<file path="config.mk">
export PLATFORM = sky130hd
export DESIGN_NAME = dp_ctrl_seq
export DESIGN_NICKNAME = d
export VERILOG_FILES = /design/src/rtl/dp_ctrl_pkg.sv /design/src/rtl/dp_valid_pipe.sv /design/src/rtl/dp_ctrl_seq.sv
export SDC_FILE = /design/constraint.sdc
export NUM_CORES = 1
export LEC_CHECK = 0
export CAP_MARGIN = 20
export CORE_MARGIN = 5
export CORE_UTILIZATION = 35
export DETAILED_ROUTE_END_ITERATION = 8
export HOLD_SLACK_MARGIN = 0.1
export PLACE_DENSITY = 0.51
export SETUP_SLACK_MARGIN = 0.1
export SYNTH_ARGS = -nofsm -noshare
export SYNTH_HDL_FRONTEND = slang
export SYNTH_HIERARCHICAL = 1
export SYNTH_SLANG_ARGS = --single-unit
</file>
<file path="constraint.sdc">
create_clock -name clk -period 7.2 [get_ports clk]
set_input_delay 1.08 -clock clk [delete_from_list [all_inputs] [get_ports clk]]
set_output_delay 1.08 -clock clk [all_outputs]
set_load 0.02 [all_outputs]
</file>
<file path="src/rtl/dp_ctrl_pkg.sv">
// Shared types and constants for the SIMD data-path control sequencer.
package dp_ctrl_pkg;
  localparam int NUM_STG    = 5;
  localparam int RF_AW      = 3;
  localparam int PIPE_LAT   = 4;
  localparam int IMEM_DEPTH = 16;
  localparam int ITER_W     = 16;
  localparam int PC_W       = $clog2(IMEM_DEPTH);
  localparam int DC_W       = $clog2(PIPE_LAT + 1);

  typedef struct packed {
    logic [3:0]       sel;
    logic [1:0]       op;
    logic             wen;
    logic [RF_AW-1:0] rd;
    logic [RF_AW-1:0] wr;
  } stage_ctrl_t;

  typedef struct packed {
    stage_ctrl_t [NUM_STG-1:0] stg;
    logic                      cons;
    logic                      emit;
  } instr_t;

  localparam int INSTR_W = $bits(instr_t);

  typedef enum logic [1:0] {IDLE, RUN, DRAIN} state_t;

  localparam logic [PC_W:0] MAX_LEN = (PC_W+1)'(IMEM_DEPTH);

  function automatic logic [PC_W:0] clamp_len(input logic [PC_W:0] len);
    return (len > MAX_LEN) ? MAX_LEN : len;
  endfunction
endpackage

</file>
<file path="src/rtl/dp_valid_pipe.sv">
// Valid-bit delay line with async active-low reset; output is STAGES+1 cycles behind input.
module dp_valid_pipe #(
  parameter int STAGES = 4
) (
  input  logic clk,
  input  logic rst_n,
  input  logic vld_i,
  output logic vld_o
);
  logic [STAGES:0] vld_pipe_q;

  always_ff @(posedge clk or negedge rst_n) begin
    if (!rst_n) vld_pipe_q <= '0;
    else        vld_pipe_q <= {vld_pipe_q[STAGES-1:0], vld_i};
  end

  assign vld_o = vld_pipe_q[STAGES];
endmodule

</file>
<file path="src/rtl/dp_ctrl_seq.sv">
// Program sequencer issuing one per-stage control word per cycle to the SIMD data path.
// Optional perf counters (perf_issue/perf_stall) are built when DP_CTRL_SEQ_PERF_EN is defined.
module dp_ctrl_seq
  import dp_ctrl_pkg::*;
(
  input  logic                     clk,
  input  logic                     rst_n,
  input  logic                     prog_we,
  input  logic [PC_W-1:0]          prog_addr,
  input  logic [INSTR_W-1:0]       prog_data,
  input  logic [PC_W:0]            prog_len,
  input  logic [ITER_W-1:0]        iter_cnt,
  input  logic                     start,
  input  logic                     s_valid,
  output logic                     s_ready,
  output logic [4*NUM_STG-1:0]     sel_mux4,
  output logic [2*NUM_STG-1:0]     op,
  output logic [NUM_STG-1:0]       wen_RF,
  output logic [RF_AW*NUM_STG-1:0] rd_addr_RF,
  output logic [RF_AW*NUM_STG-1:0] wr_addr_RF,
`ifdef DP_CTRL_SEQ_PERF_EN
  output logic [31:0]              perf_issue,
  output logic [31:0]              perf_stall,
`endif
  output logic                     out_valid,
  output logic                     busy,
  output logic                     done
);
  localparam logic [DC_W-1:0] DRAIN_LAST = DC_W'(PIPE_LAT);

  instr_t                    imem [IMEM_DEPTH];
  instr_t                    cur;
  state_t                    state_q;
  logic [PC_W-1:0]           pc_q;
  logic [PC_W:0]             len_q;
  logic [ITER_W-1:0]         iter_q, niter_q;
  logic [DC_W-1:0]           dcnt_q;
  stage_ctrl_t [NUM_STG-1:0] ctrl_q;
  logic                      done_q;
  logic                      run, issue, last_word, last_iter;

  // Program memory is deliberately not reset so a program survives rst_n.
  always_ff @(posedge clk) begin
    if (prog_we && state_q == IDLE) imem[prog_addr] <= prog_data;
  end

  assign cur       = imem[pc_q];
  assign run       = (state_q == RUN);
  assign issue     = run && (!cur.cons || s_valid);
  assign last_word = ({1'b0, pc_q} == len_q - 1'b1);
  assign last_iter = (iter_q == niter_q - 1'b1);
  assign s_ready   = run && cur.cons;
  assign busy      = (state_q != IDLE);
  assign done      = done_q;

  always_ff @(posedge clk or negedge rst_n) begin
    if (!rst_n) begin
      state_q <= IDLE;
      pc_q    <= '0;
      len_q   <= '0;
      iter_q  <= '0;
      niter_q <= '0;
      dcnt_q  <= '0;
      done_q  <= 1'b0;
    end else begin
      done_q <= 1'b0;
      case (state_q)
        IDLE: if (start) begin
          pc_q    <= '0;
          iter_q  <= '0;
          len_q   <= clamp_len(prog_len);
          niter_q <= iter_cnt;
          if (prog_len != '0 && iter_cnt != '0) state_q <= RUN;
          else                                  done_q  <= 1'b1;
        end
        RUN: if (issue) begin
          if (last_word) begin
            pc_q   <= '0;
            iter_q <= iter_q + 1'b1;
            if (last_iter) begin
              state_q <= DRAIN;
              dcnt_q  <= '0;
            end
          end else begin
            pc_q <= pc_q + 1'b1;
          end
        end
        DRAIN: begin
          // done is registered, so it is raised one edge early to land on the last DRAIN cycle.
          if (dcnt_q == DRAIN_LAST) begin
            state_q <= IDLE;
          end else begin
            dcnt_q <= dcnt_q + 1'b1;
            done_q <= (dcnt_q == DRAIN_LAST - 1'b1);
          end
        end
        default: state_q <= IDLE;
      endcase
    end
  end

  // Non-issue cycles become bubbles: fields hold, only the RF writes are killed.
  always_ff @(posedge clk or negedge rst_n) begin
    if (!rst_n) begin
      ctrl_q <= '0;
    end else if (issue) begin
      ctrl_q <= cur.stg;
    end else begin
      for (int i = 0; i < NUM_STG; i++) ctrl_q[i].wen <= 1'b0;
    end
  end

  for (genvar g = 0; g < NUM_STG; g++) begin : g_stg
    assign sel_mux4[4*g +: 4]         = ctrl_q[g].sel;
    assign op[2*g +: 2]               = ctrl_q[g].op;
    assign wen_RF[g]                  = ctrl_q[g].wen;
    assign rd_addr_RF[RF_AW*g +: RF_AW] = ctrl_q[g].rd;
    assign wr_addr_RF[RF_AW*g +: RF_AW] = ctrl_q[g].wr;
  end

  dp_valid_pipe #(.STAGES(PIPE_LAT)) u_vld (
    .clk   (clk),
    .rst_n (rst_n),
    .vld_i (issue & cur.emit),
    .vld_o (out_valid)
  );

`ifdef DP_CTRL_SEQ_PERF_EN
  logic [31:0] perf_issue_q, perf_stall_q;

  always_ff @(posedge clk or negedge rst_n) begin
    if (!rst_n) begin
      perf_issue_q <= '0;
      perf_stall_q <= '0;
    end else if (state_q == IDLE && start) begin
      perf_issue_q <= '0;
      perf_stall_q <= '0;
    end else if (run) begin
      if (issue && !(&perf_issue_q))  perf_issue_q <= perf_issue_q + 1'b1;
      if (!issue && !(&perf_stall_q)) perf_stall_q <= perf_stall_q + 1'b1;
    end
  end

  assign perf_issue = perf_issue_q;
  assign perf_stall = perf_stall_q;
`endif
endmodule
</file>
==> flow_metrics.py <==
metrics = {
    "run_status": {
        "status": "complete, no violations",
    },
    "synthesis": {
        "yosysSeqAreaShare_pct": 76.9,
        "synth-async-reset-ratio_pct": 9.84,
        "synth_cells": 2003,
        "synth_top_area_share_pct": 70.5,
        "yosysMostFrequentCell": "edfxtp_1",
        "synth_edf_count": 1072,
        "ys_types": 64,
        "ys.flop_type": "edfxtp_1",
        "ys_ff_latch": 1189,
        "syn_avg_cell_area_sq_um": 22.8,
        "syn_nets": 2107,
        "synthTopCellsByCount": "edfxtp_1 (1072), mux4_2 (334), dfrtp_1 (117)",
        "syn_area_sq_mm": 0.0457,
        "synth_area_leaders": "edfxtp_1 (70%), mux4_2 (16%), dfrtp_1 (6.4%)",
        "yosys_warnings": 6,
        "yosysTopAreaCell": "edfxtp_1",
    },
    "placed_design": {
        "hpwl_microns": 57700,
        "numPortBuffers": 165,
        "gp_congestion": 0.776,
        "placed_cell_area_sq_mm": 0.0497,
        "post-place-ws_ns": 3.08,
    },
    "global_route": {
        "grt_pass1_wl_microns": 161000,
        "grt_max_degree": 99,
        "antenna_found_initial": 17,
        "gr-total-overflow": 0,
        "grt_usage_pct": 16.2,
        "grt_pass1_vias": 22841,
    },
    "detailed_routing": {
        "drt-vias-per-instance": 5.24,
        "dr.pass1.iters": 5,
        "initialDrtViolationCount": 1848,
        "drt-total-wl_microns": 111000,
        "wl_per_cell_microns": 27.0,
        "drc_errors": 0,
        "ant_nets": 0,
        "vias": 21527,
    },
    "die": {
        "core_sq_mm": 0.130,
        "pin_count": 166,
        "start_util_pct": 35.2,
        "row_count": 132,
        "die_height_microns": 371,
        "die_w_microns": 371,
        "die-area_sq_mm": 0.138,
    },
    "sta": {
        "fmax_mhz": 213,
        "worstMarginPinSlew_ns": 1.06,
        "fin_crit_sh_pct": 65.3,
        "fin_tns_setup_ns": 0,
        "final-setup-viol-count": 0,
        "relSlewSlack_pct": 29.0,
        "fin_worst_skew_ns": 0.0285,
        "finalHoldViolCount": 0,
        "period_minus_slack_ns": 4.70,
        "drv_slew": 0,
        "setup_slack_ns": 2.50,
        "grt_setup_unrepaired": "false",
    },
    "critical_path": {
        "crit_fanout": 38,
        "arrival_ns": 3.62,
        "max_stage_delay_ns": 0.95,
        "reg2reg_depth": 7,
        "crit_required_ns": 6.12,
        "path_cells": "mux4_2 > mux2_2 > nor2_1 > a211oi_1 > clkdlybuf4s50_1",
        "worst_path_max_delay_cell": "dfrtp_4",
        "critPathKind": "reg2out",
        "cp-start-kind": "flop",
        "cp-end-kind": "primary output",
    },
    "clock_network": {
        "cts_max_level": 4,
        "cts_resized": 0,
        "cts_tree": "built",
        "clock_latency_ns": 0.74,
        "clock_path_buffers": 3,
        "root_buffer": "clkbuf_16",
        "cts_buffers": 130,
        "clock-sinks": 1189,
        "clk_pin_slew_worst_paths_ns": 0.06,
        "postCtsSetupBuffers": 0,
        "cts_hold_buf": 0,
    },
    "cells_and_area": {
        "final_cell_area_sq_mm": 0.0542,
        "syn2layout_area_growth_pct": 18.7,
        "fin_nets": 2353,
        "final_util_pct": 41.8,
        "drive_gt1_share_pct": 28.5,
    },
    "worst_hold_path": {
        "hold_path_class": "reg2reg",
        "min_path_cells": 0,
    },
    "power_and_ir_drop": {
        "p_seq_share_pct": 41.1,
        "clkPwrFrac_pct": 34.0,
        "powerDensity_mw_per_mm2": 373,
        "power.internal_mw": 14.7,
        "p_sw_mw": 5.49,
        "switching_share_pct": 27.2,
        "power_leakage_nw": 17.2,
        "ir_drop_mv": 0.303,
        "p_comb_share_pct": 24.9,
    },
    "job": {
        "maxCapViolCount": 0,
    },
}
stage by stage:
stage	std cells	hold WS [ns]	total power [mW]
floorplan	2003	0.331	11.8
detailed placement	3857	0.339	13.6
global route	4098	0.348	21.1
global placement	3856	0.343	13.5
CTS	4096	0.338	20.5
finish	4106	0.347	20.2
cell families (layout without fill, tap and decap cells):
kind of cell	count (synthesis)	in the layout	share of synthesized area, %
flops	1189	1189	76.9
mux	399	399	18.1
simple gates	192	192	2.15
buf+inv	109	462	0.926
compound gates	78	78	1.22
xor+xnor	29	29	0.586
fa+ha+maj	7	7	0.192
other cells	0	8	0
final timing paths:
check | slack, ns | start | end
worst max-delay path | 2.50 | pc_q[0] | s_ready
worst min-delay path | 0.35 | u_vld/vld_pipe_q[0] | u_vld/vld_pipe_q[1]
worst max register to register | 3.16 | pc_q[0] | iter_q[5]
worst min register to register | 0.35 | u_vld/vld_pipe_q[0] | u_vld/vld_pipe_q[1]
max in group asynchronous | 5.58 | rst_n | wr_addr_RF[10]
min in group asynchronous | 0.39 | rst_n | sel_mux4[5]
power by group through the flow:
stage / clock [mW] / sequential, mW / combinational (mW)
floorplan: 0 / 8.35 / 3.50
global placement: 0 / 8.45 / 5.09
detailed placement: 0 / 8.45 / 5.14
CTS: 7.05 / 8.32 / 5.16
global route: 7.35 / 8.35 / 5.42
finish: 6.87 / 8.30 / 5.03
cell usage in the layout (no fill, tap or decap), types with 19 or more instances in the layout:
cell type,n
edfxtp_1,1072
nand2_1,70
clkbuf_1,19
dfrtp_1,114
mux4_2,334
clkbuf_16,134
mux2_2,63
clkinv_2,25
buf_4,35
clkinv_1,20
clkdlybuf4s50_1,164
flip-flops by register name, indices dropped and copies added (netlist names):
signal	count
dcnt_q	3
done	1
imem	1072
iter_q	16
len_q	5
niter_q	16
op	10
pc_q	4
rd_addr_RF	15
sel_mux4	20
state_q	2
u_vld/vld_pipe_q	5
wen_RF	5
wr_addr_RF	15
critical path, delay by kind of cell, from the launching register on:
kind                   cells  cell delay, ns
muxes                      2            0.60
AOI/OAI and AO/OA          1            0.52
and+or+nand+nor            1            0.05
buffers and inverters      1            0.72
DFF                        1            0.95
cell type report:
type / instances / area (sq um)
Clock inverter: 78 / 923
Antenna cell: 8 / 20.0
Inverter: 14 / 57.6
Fill cell: 11120 / 75400
Multi-Input combinational cell: 705 / 10300
Sequential cell: 1189 / 35100
Clock buffer: 161 / 3530
Tap cell: 1742 / 2180
Timing Repair Buffer: 209 / 2100
metal layers:
metal | vias up | routed length (microns) | part of all wire, % | track usage, %
met1 | 11773 | 49100 | 44 | 22.7
met5 | - | 63 | 0.057 | 0
met2 | 629 | 52500 | 47 | 25.6
met4 | 10 | 1820 | 1.6 | 3.80
met3 | 148 | 7320 | 6.6 | 3.99
li1 | 8967 | - | - | -
(Power assumes the default switching activity.)
